### config.mk
export PLATFORM = sky130hd
export DESIGN_NAME = fft_addr_seq_flat
export DESIGN_NICKNAME = d
export VERILOG_FILES = /design/src/rtl/fft_pkg.sv /design/src/rtl/fft_addr_seq_if.sv /design/src/rtl/fft_bfly_addr_gen.sv /design/src/rtl/fft_addr_seq.sv /design/src/flat_wrapper.sv
export SDC_FILE = /design/constraint.sdc
export NUM_CORES = 1
export LEC_CHECK = 0
export ABC_AREA = 1
export CAP_MARGIN = 20
export CORE_MARGIN = 4
export CORE_UTILIZATION = 60
export DETAILED_ROUTE_END_ITERATION = 6
export HOLD_SLACK_MARGIN = 0.05
export PLACE_DENSITY = 0.82
export SETUP_SLACK_MARGIN = 0.2
export SLEW_MARGIN = 20
export SYNTH_ARGS = -nofsm -noshare
export SYNTH_HDL_FRONTEND = slang
export SYNTH_SLANG_ARGS = --single-unit
### constraint.sdc
create_clock -name clk -period 3.34 [get_ports clk]
set_input_delay 0.668 -clock clk [delete_from_list [all_inputs] [get_ports clk]]
set_output_delay 0.668 -clock clk [all_outputs]
set_load 0.02 [all_outputs]
### src/rtl/fft_pkg.sv
// Shared definitions for the FFT address sequencer.
//   LOG2N_DEFAULT / N_DEFAULT : default transform size (4096 points)
//   STAGE_W                   : width of the stage number output
//   OP_SWAP / OP_BFLY         : command opcode encodings
//   fft_seq_state_t           : sequencer state encoding
//   bit_rev()                 : reverse the low 'width' bits of a value
package fft_pkg;

    localparam int LOG2N_DEFAULT = 12;
    localparam int N_DEFAULT     = 1 << LOG2N_DEFAULT;
    localparam int STAGE_W       = 4;

    localparam logic OP_SWAP = 1'b0;
    localparam logic OP_BFLY = 1'b1;

    typedef enum logic [2:0] {
        ST_IDLE,
        ST_SWAP,
        ST_STAGE,
        ST_DRAIN,
        ST_FINISH
    } fft_seq_state_t;

    // Bits at or above 'width' are returned as zero.
    function automatic logic [15:0] bit_rev(input logic [15:0] x, input int width);
        logic [15:0] r;
        r = '0;
        for (int b = 0; b < 16; b++) begin
            if (b < width) begin
                r[width - 1 - b] = x[b];
            end
        end
        return r;
    endfunction

endpackage

### src/rtl/fft_addr_seq_if.sv
// Command / write-back bus between the FFT sequencer and the butterfly datapath.
//   cmd_valid, cmd_op, cmd_addr_a, cmd_addr_b, cmd_twiddle : command from sequencer
//   cmd_ready : datapath accepts the presented command
//   wb_ack    : one pulse per completed command write-back
// master = sequencer side, slave = datapath side.
interface fft_addr_seq_if #(
    parameter int LOG2N = fft_pkg::LOG2N_DEFAULT
);
    logic             cmd_valid;
    logic             cmd_ready;
    logic             cmd_op;
    logic [LOG2N-1:0] cmd_addr_a;
    logic [LOG2N-1:0] cmd_addr_b;
    logic [LOG2N-2:0] cmd_twiddle;
    logic             wb_ack;

    modport master (
        output cmd_valid, cmd_op, cmd_addr_a, cmd_addr_b, cmd_twiddle,
        input  cmd_ready, wb_ack
    );

    modport slave (
        input  cmd_valid, cmd_op, cmd_addr_a, cmd_addr_b, cmd_twiddle,
        output cmd_ready, wb_ack
    );
endinterface

### src/rtl/fft_bfly_addr_gen.sv
// Combinational radix-2 DIT butterfly address mapping.
//   s       : stage number (0..LOG2N-1)
//   k       : butterfly index within the stage (0..N/2-1)
//   a, b    : the two RAM addresses of butterfly k (b = a + 2**s)
//   twiddle : twiddle ROM index, j << (LOG2N-1-s) where j = k mod 2**s
module fft_bfly_addr_gen
    import fft_pkg::*;
#(
    parameter int LOG2N = LOG2N_DEFAULT
) (
    input  logic [STAGE_W-1:0] s,
    input  logic [LOG2N-2:0]   k,
    output logic [LOG2N-1:0]   a,
    output logic [LOG2N-1:0]   b,
    output logic [LOG2N-2:0]   twiddle
);

    logic [LOG2N-1:0] k_ext;
    logic [LOG2N-1:0] half;
    logic [LOG2N-1:0] j;
    logic [LOG2N-1:0] grp;
    logic [LOG2N-1:0] tw_full;
    logic [4:0]       grp_shift;

    always_comb begin
        k_ext     = {1'b0, k};
        half      = LOG2N'(1) << s;
        j         = k_ext & (half - LOG2N'(1));
        grp       = k_ext >> s;
        // Widened so that s+1 cannot wrap for the largest stage.
        grp_shift = {1'b0, s} + 5'd1;
        a         = (grp << grp_shift) | j;
        // Bit s of a is always clear, so OR is the same as adding half.
        b         = a | half;
        tw_full   = j << (LOG2N - 1 - int'(s));
        twiddle   = tw_full[LOG2N-2:0];
    end

endmodule

### src/rtl/fft_addr_seq.sv
// In-place radix-2 DIT FFT address sequencer.
// Runs one bit-reversal swap pass, then LOG2N butterfly stages, issuing one
// command per handshake and draining outstanding write-backs between passes.
//   clk, reset : clock, asynchronous active-high reset
//   start      : begin a transform (accepted only in IDLE)
//   busy       : transform in progress
//   done       : one-cycle pulse after the final write-back
//   stage      : current butterfly stage (0 during swap pass and IDLE)
//   cmd        : command / write-back bus (master side)
module fft_addr_seq
    import fft_pkg::*;
#(
    parameter int LOG2N   = LOG2N_DEFAULT,
    parameter int MAX_OUT = 8
) (
    input  logic               clk,
    input  logic               reset,
    input  logic               start,
    output logic               busy,
    output logic               done,
    output logic [STAGE_W-1:0] stage,
    fft_addr_seq_if.master     cmd
);

    localparam int OUT_W = $clog2(MAX_OUT + 1);

    fft_seq_state_t     state_reg, state_next;
    fft_seq_state_t     drain_to_reg, drain_to_next;
    logic               first_stage_reg, first_stage_next;
    logic [STAGE_W-1:0] stage_reg, stage_next;
    // Extra MSB flags that the sweep has passed its last index.
    logic [LOG2N:0]     idx_reg, idx_next;
    logic [LOG2N-1:0]   k_reg, k_next;
    logic [OUT_W-1:0]   out_reg, out_next;

    logic               cmd_valid_reg, cmd_valid_next;
    logic               cmd_op_reg, cmd_op_next;
    logic [LOG2N-1:0]   cmd_a_reg, cmd_a_next;
    logic [LOG2N-1:0]   cmd_b_reg, cmd_b_next;
    logic [LOG2N-2:0]   cmd_tw_reg, cmd_tw_next;

    logic               xfer;
    logic               ack_eff;
    logic               slot_free;
    logic               can_issue;
    logic [LOG2N-1:0]   idx_low;
    logic [LOG2N-1:0]   idx_rev;
    logic [LOG2N-1:0]   gen_a;
    logic [LOG2N-1:0]   gen_b;
    logic [LOG2N-2:0]   gen_tw;

    assign idx_low = idx_reg[LOG2N-1:0];

    for (genvar gi = 0; gi < LOG2N; gi++) begin : g_rev
        assign idx_rev[gi] = idx_low[LOG2N-1-gi];
    end

    fft_bfly_addr_gen #(.LOG2N(LOG2N)) u_gen (
        .s       (stage_reg),
        .k       (k_reg[LOG2N-2:0]),
        .a       (gen_a),
        .b       (gen_b),
        .twiddle (gen_tw)
    );

    assign xfer      = cmd_valid_reg & cmd.cmd_ready;
    // Acks arriving with nothing in flight are spurious and dropped.
    assign ack_eff   = cmd.wb_ack & (out_reg != '0);
    assign slot_free = ~cmd_valid_reg | xfer;

    always_comb begin
        out_next = out_reg;
        if (xfer && !ack_eff) begin
            out_next = out_reg + 1'b1;
        end else if (!xfer && ack_eff) begin
            out_next = out_reg - 1'b1;
        end
    end

    // A command is only loaded if it still fits once it is accepted, so a
    // presented command never has to be withdrawn.
    assign can_issue = (out_next < OUT_W'(MAX_OUT));

    always_comb begin
        state_next       = state_reg;
        drain_to_next    = drain_to_reg;
        first_stage_next = first_stage_reg;
        stage_next       = stage_reg;
        idx_next         = idx_reg;
        k_next           = k_reg;
        cmd_valid_next   = cmd_valid_reg & ~xfer;
        cmd_op_next      = cmd_op_reg;
        cmd_a_next       = cmd_a_reg;
        cmd_b_next       = cmd_b_reg;
        cmd_tw_next      = cmd_tw_reg;

        case (state_reg)
            ST_IDLE: begin
                if (start) begin
                    state_next       = ST_SWAP;
                    idx_next         = '0;
                    k_next           = '0;
                    stage_next       = '0;
                    first_stage_next = 1'b1;
                end
            end

            ST_SWAP: begin
                if (idx_reg[LOG2N]) begin
                    if (slot_free) begin
                        state_next    = ST_DRAIN;
                        drain_to_next = ST_STAGE;
                    end
                end else if (idx_low >= idx_rev) begin
                    // Self-paired or already-swapped index: skip.
                    idx_next = idx_reg + 1'b1;
                end else if (slot_free && can_issue) begin
                    cmd_valid_next = 1'b1;
                    cmd_op_next    = OP_SWAP;
                    cmd_a_next     = idx_low;
                    cmd_b_next     = idx_rev;
                    cmd_tw_next    = '0;
                    idx_next       = idx_reg + 1'b1;
                end
            end

            ST_STAGE: begin
                if (k_reg[LOG2N-1]) begin
                    if (slot_free) begin
                        state_next    = ST_DRAIN;
                        drain_to_next = (stage_reg == STAGE_W'(LOG2N - 1)) ? ST_FINISH : ST_STAGE;
                    end
                end else if (slot_free && can_issue) begin
                    cmd_valid_next = 1'b1;
                    cmd_op_next    = OP_BFLY;
                    cmd_a_next     = gen_a;
                    cmd_b_next     = gen_b;
                    cmd_tw_next    = gen_tw;
                    k_next         = k_reg + 1'b1;
                end
            end

            ST_DRAIN: begin
                if (out_reg == '0) begin
                    state_next = drain_to_reg;
                    if (drain_to_reg == ST_STAGE) begin
                        k_next           = '0;
                        first_stage_next = 1'b0;
                        // The swap pass hands over to stage 0 itself.
                        stage_next       = first_stage_reg ? '0 : stage_reg + 1'b1;
                    end
                end
            end

            ST_FINISH: begin
                state_next = ST_IDLE;
                stage_next = '0;
            end

            default: begin
                state_next = ST_IDLE;
            end
        endcase
    end

    always_ff @(posedge clk or posedge reset) begin
        if (reset) begin
            state_reg       <= ST_IDLE;
            drain_to_reg    <= ST_IDLE;
            first_stage_reg <= 1'b0;
            stage_reg       <= '0;
            idx_reg         <= '0;
            k_reg           <= '0;
            out_reg         <= '0;
            cmd_valid_reg   <= 1'b0;
            cmd_op_reg      <= OP_SWAP;
            cmd_a_reg       <= '0;
            cmd_b_reg       <= '0;
            cmd_tw_reg      <= '0;
        end else begin
            state_reg       <= state_next;
            drain_to_reg    <= drain_to_next;
            first_stage_reg <= first_stage_next;
            stage_reg       <= stage_next;
            idx_reg         <= idx_next;
            k_reg           <= k_next;
            out_reg         <= out_next;
            cmd_valid_reg   <= cmd_valid_next;
            cmd_op_reg      <= cmd_op_next;
            cmd_a_reg       <= cmd_a_next;
            cmd_b_reg       <= cmd_b_next;
            cmd_tw_reg      <= cmd_tw_next;
        end
    end

    assign busy  = (state_reg != ST_IDLE) && (state_reg != ST_FINISH);
    assign done  = (state_reg == ST_FINISH);
    assign stage = stage_reg;

    assign cmd.cmd_valid   = cmd_valid_reg;
    assign cmd.cmd_op      = cmd_op_reg;
    assign cmd.cmd_addr_a  = cmd_a_reg;
    assign cmd.cmd_addr_b  = cmd_b_reg;
    assign cmd.cmd_twiddle = cmd_tw_reg;

endmodule

### src/flat_wrapper.sv
// flat-port wrapper written by rule: the top's interface ports become plain ports
module fft_addr_seq_flat import fft_pkg::*;
#(
    parameter int LOG2N   = LOG2N_DEFAULT,
    parameter int MAX_OUT = 8
)
  (clk, reset, start, busy, done, stage, cmd_cmd_valid, cmd_cmd_op, cmd_cmd_addr_a, cmd_cmd_addr_b, cmd_cmd_twiddle, cmd_cmd_ready, cmd_wb_ack);
  fft_addr_seq_if #(.LOG2N(LOG2N)) cmd_i ();
  input  logic clk;
  input  logic reset;
  input  logic start;
  output logic busy;
  output logic done;
  output logic [STAGE_W-1:0] stage;
  output wire logic [$bits(cmd_i.cmd_valid)-1:0] cmd_cmd_valid;
  output wire logic [$bits(cmd_i.cmd_op)-1:0] cmd_cmd_op;
  output wire logic [$bits(cmd_i.cmd_addr_a)-1:0] cmd_cmd_addr_a;
  output wire logic [$bits(cmd_i.cmd_addr_b)-1:0] cmd_cmd_addr_b;
  output wire logic [$bits(cmd_i.cmd_twiddle)-1:0] cmd_cmd_twiddle;
  input wire logic [$bits(cmd_i.cmd_ready)-1:0] cmd_cmd_ready;
  input wire logic [$bits(cmd_i.wb_ack)-1:0] cmd_wb_ack;
  assign cmd_cmd_valid = cmd_i.cmd_valid;
  assign cmd_cmd_op = cmd_i.cmd_op;
  assign cmd_cmd_addr_a = cmd_i.cmd_addr_a;
  assign cmd_cmd_addr_b = cmd_i.cmd_addr_b;
  assign cmd_cmd_twiddle = cmd_i.cmd_twiddle;
  assign cmd_i.cmd_ready = cmd_cmd_ready;
  assign cmd_i.wb_ack = cmd_wb_ack;
  fft_addr_seq #(.LOG2N(LOG2N), .MAX_OUT(MAX_OUT)) u_core (.clk(clk), .reset(reset), .start(start), .busy(busy), .done(done), .stage(stage), .cmd(cmd_i));
endmodule
## Word level (Yosys, flattened, before mapping)

Cells that the tools add are included.

- Register bits after elaboration: 77
- Input bits: 5
- Output and inout bits: 43
- Word-level logic and storage cells: 144

- Add/sub/neg operators: 8
- Order comparisons: 2
- Equality and inequality tests: 20
- Shift-type cells: 4
- Mux-type cells: 63
- Bitwise gates (word level): 9
- Reduce and logical (&&, ||, !) cells: 24

Operators with widths:

| kind | count |
|---|---|
| two-way mux 12 bit | 15 |
| two-way mux 11 bit | 5 |
| two-way mux 13 bit | 4 |
| case mux 12 bit (2 select lines) | 2 |
| case mux 12 bit (3 select lines) | 1 |
| left shift 12 x 32 -> 11 bit | 1 |
| two-way mux 3 bit | 10 |
| case mux 13 bit (2 select lines) | 1 |
| two-way mux 4 bit | 6 |
| OR 12 bit | 2 |
| case mux 11 bit (2 select lines) | 1 |
| AND reduction 4 bit | 5 |
| != test 2 x 1 -> 1 bit (second input constant) | 8 |
| adder 13 x 1 -> 13 bit (second input constant) | 1 |
| adder 12 x 1 -> 12 bit (second input constant) | 1 |
| AND 11 x 12 -> 12 bit | 1 |
| greater-or-equal comparator 12 bit | 1 |
| two-way mux 1 bit | 12 |
| case mux 3 bit (4 select lines) | 1 |
| case mux 4 bit (3 select lines) | 1 |
| AND reduction 6 bit | 2 |
| left shift 1 x 4 -> 12 bit (first input constant) | 1 |
| left shift 12 x 5 -> 12 bit | 1 |
| right shift 11 x 4 -> 12 bit | 1 |
| other kinds (27) | 46 |

## Longest topological paths before layout

Gate-level depths: netlist of the first run.

- Word-level depth: 11
- Gate-level depth with buffers: 19
- Mapped depth without buffers: 17

## By module

From an unflattened synthesis of the first run, not the netlist that was laid out.

- Cells, all modules: 979
- Area, all modules: 6353.6 um^2

Modules (own cells, without submodules):

| module | instances | cells each | area each (um^2) | sequential area each (um^2) |
|---|---|---|---|---|
| fft_addr_seq | 1 | 582 | 4377.9 | 1901.8 |
| fft_bfly_addr_gen | 1 | 397 | 1975.6 | 0.0 |

## Least setup slack after synthesis of the first run

No wires, ideal clock.

- Path type: reg2reg
- Start: register u_core.stage_reg[0] (netlist: u_core.stage[0])
- End: register u_core.cmd_tw_reg[10] (netlist: u_core.cmd.cmd_twiddle[10])
- Library setup time: 65 ps
- Data arrival time: 2791 ps
- Required time: 3275 ps
- Setup slack: 484 ps
- Cell stages (with the launch flop): 16
- Buffers on the path: 3
- Clock period less this slack: 2856 ps
- Path through: dfrtp_1 > inv_1 > buf_2 > buf_2 > buf_2 > ha_1 > nand2_1 > ha_1 > nor3_1 > o21ai_0 > or2_2 > nand2_1 > nand3_1 > nand2_1 > nand2_1 > nand2_1

- Longest elaborated chain between the ends: 7
- Elaborated cells between the ends (all ways): 8
- Those cells by class: 2 x add/sub; 2 x shift; 3 x mux; 1 x bitwise

RTL lines:

| item | RTL line | RTL |
|---|---|---|
| start: declaration | fft_addr_seq.sv:30 | `logic [STAGE_W-1:0] stage_reg, stage_next;` |
| start signal: assignment | fft_addr_seq.sv:184 | `stage_reg <= stage_next;` |
| left shift 1 x 4 -> 12 bit | fft_bfly_addr_gen.sv:27 | `half = LOG2N'(1) << s;` |
| subtractor 12 x 1 -> 12 bit | fft_bfly_addr_gen.sv:28 | `j = k_ext & (half - LOG2N'(1));` |
| AND 11 x 12 -> 12 bit | fft_bfly_addr_gen.sv:28 |  |
| left shift 12 x 32 -> 11 bit (*) | fft_bfly_addr_gen.sv:35 | `tw_full = j << (LOG2N - 1 - int'(s));` |
| two-way mux 11 bit (*) | fft_addr_seq.sv:133 | `end else if (slot_free && can_issue) begin` |
| two-way mux 11 bit (*) | fft_addr_seq.sv:128 | `if (k_reg[LOG2N-1]) begin` |
| case mux 11 bit (2 select lines) (*) | fft_addr_seq.sv:97 | `case (state_reg)` |
| end signal: assignment | fft_addr_seq.sv:192 | `cmd_tw_reg <= cmd_tw_next;` |
| end: declaration | fft_addr_seq.sv:40 | `logic [LOG2N-2:0] cmd_tw_reg, cmd_tw_next;` |

Every way passes the cells marked *; elsewhere a longest branch is shown, timed or not. The select of a mux whose other input is x is not followed.
A chain may end at the register's enable or synchronous reset.

## Worst setup path after layout of the first run

- Start: register u_core.stage_reg[0] (netlist: u_core.stage[0])
- End: register u_core.cmd_a_reg[1] (netlist: u_core.cmd.cmd_addr_a[1])

- Longest elaborated chain between the ends: 7
- Elaborated cells between the ends (all ways): 10
- Those cells by class: 2 x add/sub; 3 x shift; 3 x mux; 2 x bitwise

RTL lines:

| item | RTL line | RTL |
|---|---|---|
| left shift 1 x 4 -> 12 bit | fft_bfly_addr_gen.sv:27 |  |
| subtractor 12 x 1 -> 12 bit | fft_bfly_addr_gen.sv:28 |  |
| AND 11 x 12 -> 12 bit | fft_bfly_addr_gen.sv:28 |  |
| OR 12 bit (*) | fft_bfly_addr_gen.sv:32 | `a = (grp << grp_shift) \| j;` |
| two-way mux 12 bit (*) | fft_addr_seq.sv:133 |  |
| two-way mux 12 bit (*) | fft_addr_seq.sv:128 |  |
| case mux 12 bit (2 select lines) (*) | fft_addr_seq.sv:97 |  |
| end signal: assignment | fft_addr_seq.sv:190 | `cmd_a_reg <= cmd_a_next;` |
| end: declaration | fft_addr_seq.sv:38 | `logic [LOG2N-1:0] cmd_a_reg, cmd_a_next;` |

Marked as above.

==> flow_summary.yaml, run 1 <==
placement:
  gp_congestion: 0.994
  hpwl_mm: 12.9
  port_buffers: 47
floorplanning:
  dieWidth_um: 108
  initial_utilization_pct: 61.2
  die_y_um: 108
  pin_count: 48
  dieArea_mm2: 0.0116
  coreArea_mm2: 0.00973
  rows: 36
global_route:
  antenna_found_initial: 0
  grt_first_pass_wirelength_mm: 28.1
  grt_usage_pct: 30.4
  grt_max_degree: 47
  grt_remaining_overflow: 0
  grt_pass1_vias: 5766
sta:
  slew_headroom_pct: 57.4
  worst_pin_slew_ns: 0.638
  fmax_mhz: 336
  rsz0062_at_grt: "no"
  finalCritPeriodShare_pct: 89.1
  fin_worst_skew_ns: 0.0136
  post-route-min-period_ns: 2.98
  slew_viol_final: 0
  setup_viol: 0
  hold_viol_final: 0
routing:
  vias: 6153
  drc: 0
  final_antenna_net_count: 0
  routed_wl_mm: 16.8
  first_iter_violations: 772
  firstDrtPassIters: 6
  vias_per_cell: 5.84
  wl_per_cell_um: 15.9
run:
  maxCapViolCount: 0
logic_synthesis:
  synth_commonest_cells: "nand2_1 (256), nand3_1 (118), inv_1 (79)"
  async_reset_ff_share_pct: 100
  syn_area_per_cell_um2: 6.81
  ys_ff_latch: 76
  synth.area.top_cells: "dfrtp_1 (32%), nand2_1 (16%), nand3_1 (9.9%)"
  yosysWarnings: 0
  syn_area_mm2: 0.00596
  synth_most_common_cell: "nand2_1"
  synth-edff-count: 0
  synthDominantCellAreaShare_pct: 31.9
  seq_area_frac_synth_pct: 31.9
  syn_nets: 912
  ys_types: 41
  synth_top_cell_by_area: "dfrtp_1"
  synth_ff_type: "dfrtp_1"
  synth_cells: 875
cts:
  cts_root_buf: "clkbuf_8"
  cts.sinks: 76
  cts_max_level: 3
  cts_tree: "built"
  clk_pin_slew_ns: 0.08
  cts_setup_buffers: 0
  clock_path_buffers: 2
  hold_buffers: 0
  clock_latency_ns: 0.38
  cts_buffers: 9
setup_path:
  critPathMostFrequentCell: "nand2_1"
  crit_path_start_kind: "register"
  critPathMaxStageDelay_ns: 0.59
  arrival_ns: 3.29
  required_ns: 3.66
  crit_chain: "inv_1 > buf_4 > nand2_1 > a21oi_1 > nand2_1 > nand3_1 > nand2_1 > nand2_1 > nand2_1 > nor3_1 > o21ai_0 > nand2_1 > nand2_1 > nand2_1"
  path_class: "reg -> reg"
  slowest_stage: "dfrtp_1"
  cp-end-kind: "register"
  cp_max_fo: 34
pwr:
  p_per_area_mw_per_mm2: 877
  ir_drop_mv: 0.599
  leakage_nw: 3.27
  finalPower_w: 0.00590
layout:
  num_antenna_cells: 0
  syn_to_final_growth_pct: 13.0
  post-route-util_pct: 69.2
  n_fill_cell: 844
  nNetsFinal: 953
  drive_gt1_share_pct: 8.47
  largest_reg_flops: 13
run_status:
  run_status: "complete, no violations"
hold_path:
  hold_class: "reg -> reg"
[final timing paths]
kind | startpoint | end | slack (ns) | cells after the start
worst min-delay path | u_core.cmd.cmd_op$_DFFE_PP0P_ | u_core.cmd.cmd_op$_DFFE_PP0P_ | 0.48 | 2
worst max register to register | u_core.stage[0]$_DFFE_PP0P_ | u_core.cmd.cmd_addr_a[1]$_DFFE_PP0P_ | 0.36 | 14
max in group asynchronous | reset | u_core.out_reg[1]$_DFFE_PP0P_ | 1.97 | 3
worst min register to register | u_core.cmd.cmd_op$_DFFE_PP0P_ | u_core.cmd.cmd_op$_DFFE_PP0P_ | 0.48 | 2
worst max-delay path | u_core.stage[0]$_DFFE_PP0P_ | u_core.cmd.cmd_addr_a[1]$_DFFE_PP0P_ | 0.36 | 14
min in group asynchronous | reset | u_core.cmd.cmd_addr_b[7]$_DFFE_PP0P_ | 0.69 | 2
[kinds of logic after synthesis]
family,Yosys count,share of synthesized area (%)
XOR/XNOR,13,2.04
adder cells (fa/ha/maj),32,6.72
flip-flops,76,31.9
AO/OA/AOI/OAI,137,13.4
buffers and inverters,115,8.38
AND/OR/NAND/NOR,502,37.5
[final cells by class]
cell class	count	area, µm²	share of cell area [%]
tap	133	166	2.47
clock buffer	11	141	2.10
clock inverter	5	60.1	0.892
timing repair buffer	60	581	8.63
sequential	76	1900	28.3
multi-input combinational	684	3560	52.9
inverter	85	319	4.74
[per-stage QoR]
stage                     setup TNS, ns  instances  hold slack, ns  setup WS [ns]  instance area, µm²
final                                 0       1054           0.480          0.364                6730
after CTS                             0       1054           0.482          0.363                6720
after global routing                  0       1054           0.521          0.221                6730
after global placement                0       1038           0.454          0.194                6520
after floorplan                       0        875           0.443          0.484                5960
after detailed placement        -0.0102       1038           0.465       -0.00534                6520
[where the power goes]
group	internal [W]	switching, W	total, W	leakage (nW)
Clock	0.000368	0.000364	0.000733	0.0999
Combinational	0.00126	0.00256	0.00382	2.17
Sequential	0.00116	0.000189	0.00135	1.00
[metal layers]
layer	GRT usage (%)	vias to the layer above	part of all wire [%]
met5	0	-	0
met4	12.8	0	3.7
met3	4.86	64	7.1
met2	48.0	290	47
met1	41.5	2841	42
li1	-	2958	-
[worst max-delay path, delay by kind of cell, from the launching register on]
family | cells | cell delay (ns)
DFF | 1 | 0.59
and+or+nand+nor | 10 | 1.21
AOI/OAI and AO/OA | 2 | 0.60
buffers and inverters | 2 | 0.51
[cells in the final DEF (no fill, tap or decap), drive strengths merged]
master,count
nand4,18
o211ai,5
nand2,262
o21bai,2
o21a,2
a21boi,2
nand3,118
clkinv,2
ha,32
buf,13
a21oi,49
inv,86
o21ai,65
nor2,88
clkbuf,11
o22ai,2
o31ai,5
nor3,10
a2bb2oi,1
bufinv,1
a31oi,1
a22oi,1
nand3b,3
xnor2,3
xor2,10
a21o,2
clkdlybuf4s50,47
or2,3
dfrtp,76
clkinvlp,1
[timing repair]
item,in CTS,in global routing
resized for setup,0,1
setup endpoints to repair,0,12
endpoints found under the hold margin,0,0
Power figures use the tool's default switching activity.
==> run 2: changes to the inputs <==
PLACE_DENSITY = 0.91   (was 0.82)
==> flow_summary.yaml, run 2 (synthesis results as in run 1) <==
setup_path:
  crit_chain: "inv_1 > ha_1 > nand2_1 > nand2_1 > ha_1 > inv_2 > nand4_1 > o21ai_2 > xor2_2 > nand2_2 > nand2_1 > o22ai_1 > nand2_1 > nand2_1"
  ff2ff_path_depth: 14
  cp_max_fo: 12
  critPathMaxStageDelay_ns: 0.81
  crit_buf_inv: 2
  critPathMostFrequentCell: "nand2_1"
  crit_path_start_kind: "register"
  crit_family: "compound AO/OA/AOI/OAI gates"
  r2r_setup_slack_ns: 0.41
  arrival_ns: 3.21
  required_ns: 3.62
  path_class: "reg -> reg"
  r2r-start: "u_core.out_reg[0]$_DFFE_PP0P_"
  regToRegEndpoint: "u_core.idx_reg[6]$_DFFE_PP0P_"
  cp-end-kind: "register"
  slowest_stage: "o22ai_1"
global_route:
  antenna_found_initial: 0
  use_met1_pct: 41.9
  grt_remaining_overflow: 0
  grt_max_degree: 77
  grt.met3_usage_pct: 5.22
  grt_pass1_vias: 5946
  grt_first_pass_wirelength_mm: 28.2
  met2_usage_pct: 47.0
  busiest_layer: "met2"
  grt_usage_pct: 30.2
cts:
  postCtsResizedCells: 0
  cts.sinks: 76
  cts_root_buf: "clkbuf_8"
  cts_max_level: 3
  clock_latency_ns: 0.35
  cts_setup_buffers: 0
  cts_buffers: 9
  clk_pin_slew_ns: 0.08
  hold_buffers: 0
  cts_tree: "built"
  clock_path_buffers: 2
pwr:
  ir_drop_mv: 0.734
  switchingPower_w: 0.00307
  comb_power_share_pct: 64.6
  p_seq_share_pct: 23.2
  p_per_area_mw_per_mm2: 872
  p_int_w: 0.00280
  clkPwrFrac_pct: 12.2
  leakage_nw: 3.26
  switching_share_pct: 52.3
hold_path:
  holdPathEnd: "u_core.cmd.cmd_op$_DFFE_PP0P_"
  worstHoldStart: "u_core.cmd.cmd_op$_DFFE_PP0P_"
  hold-path-cell-count: 2
  hold_class: "reg -> reg"
routing:
  routed_wl_mm: 16.9
  wl_per_cell_um: 16.1
  vias: 6245
  firstDrtPassIters: 5
  drc: 0
  vias_per_cell: 5.93
  first_iter_violations: 669
  final_antenna_net_count: 0
placement:
  gp_congestion: 0.961
  postPlaceCellArea_mm2: 0.00653
  post-place-cells: 1037
  port_buffers: 47
  hpwl_mm: 12.4
  place_ws_ns: 0.157
run:
  maxCapViolCount: 0
floorplanning:
  dieArea_mm2: 0.0116
  dieWidth_um: 108
  initial_utilization_pct: 61.2
  pin_count: 48
  rows: 36
  die_y_um: 108
  coreArea_mm2: 0.00973
sta:
  rsz0062_at_grt: "no"
  hold_viol_final: 0
  fin_worst_skew_ns: 0.0118
  tns_ns: 0
  setup_ws_ns: 0.409
  slew_headroom_pct: 29.9
  post-route-min-period_ns: 2.93
  worst_pin_slew_ns: 1.05
  setup_viol: 0
  slew_viol_final: 0
  fmax_mhz: 341
  finalCritPeriodShare_pct: 87.8
layout:
  layout_commonest_cell: "nand2_1"
  final_cells: 1053
  syn_to_final_growth_pct: 13.0
  num_antenna_cells: 0
  post-route-util_pct: 69.1
  largest_reg_flops: 13
  fin_area_mm2: 0.00673
  drive_gt1_share_pct: 8.48
  layout_common_cells: "nand2_1 (256), nand3_1 (118), inv_1 (78), dfrtp_1 (74), nor2_1 (72)"
  nNetsFinal: 952
run_status:
  run_status: "complete, no violations"
## run 2: how the worst max path moves through the flow
stage,startpoint,end,cells past startpoint
floorplan,u_core.stage[0]$_DFFE_PP0P_,u_core.cmd.cmd_twiddle[10]$_DFFE_PP0P_,15
global placement,cmd_cmd_ready,u_core.idx_reg[2]$_DFFE_PP0P_,13
detailed placement,cmd_cmd_ready,u_core.idx_reg[2]$_DFFE_PP0P_,13
CTS,u_core.stage[1]$_DFFE_PP0P_,u_core.cmd.cmd_twiddle[10]$_DFFE_PP0P_,14
global route,u_core.out_reg[0]$_DFFE_PP0P_,u_core.idx_reg[4]$_DFFE_PP0P_,14
finish,u_core.out_reg[0]$_DFFE_PP0P_,u_core.idx_reg[6]$_DFFE_PP0P_,14
## run 2: power groups by stage
stage | clock [W] | combinational, W | sequential [W]
after global routing | 0.000757 | 0.00418 | 0.00139
final | 0.000714 | 0.00379 | 0.00136
after detailed placement | 0 | 0.00369 | 0.00137
after CTS | 0.000710 | 0.00374 | 0.00136
after global placement | 0 | 0.00359 | 0.00137
after floorplan | 0 | 0.00261 | 0.00150
## run 2: through the flow
step           hold WS (ns)  power (W)
2_1_floorplan         0.443    0.00412
3_3_place_gp          0.458    0.00495
3_5_place_dp          0.462    0.00506
4_1_cts               0.486    0.00580
5_1_grt               0.513    0.00633
6_report              0.480    0.00587
## run 2: metal layers
| metal | wire length (µm) | part of all wire [%] |
|---|---|---|
| met2 | 7770 | 46 |
| met1 | 6960 | 41 |
| met5 | 0 | 0 |
| met4 | 641 | 3.8 |
| met3 | 1540 | 9.1 |
## run 2: worst register-to-register path: stages, from the launching register on
cell and delay, ns:
dfrtp_1 0.40, inv_1 0.15, ha_1 0.17, nand2_1 0.12, nand2_1 0.11, ha_1 0.25
inv_2 0.08, nand4_1 0.10, o21ai_2 0.07, xor2_2 0.17, nand2_2 0.08, nand2_1 0.07
o22ai_1 0.81, nand2_1 0.16, nand2_1 0.12
## run 2: final cells by class
cell class / instances / area, µm²
timing repair buffer: 59 / 586
sequential: 76 / 1900
multi-input combinational: 684 / 3560
clock buffer: 11 / 131
tap: 133 / 166
fill: 823 / 3000
inverter: 85 / 319
clock inverter: 5 / 62.6
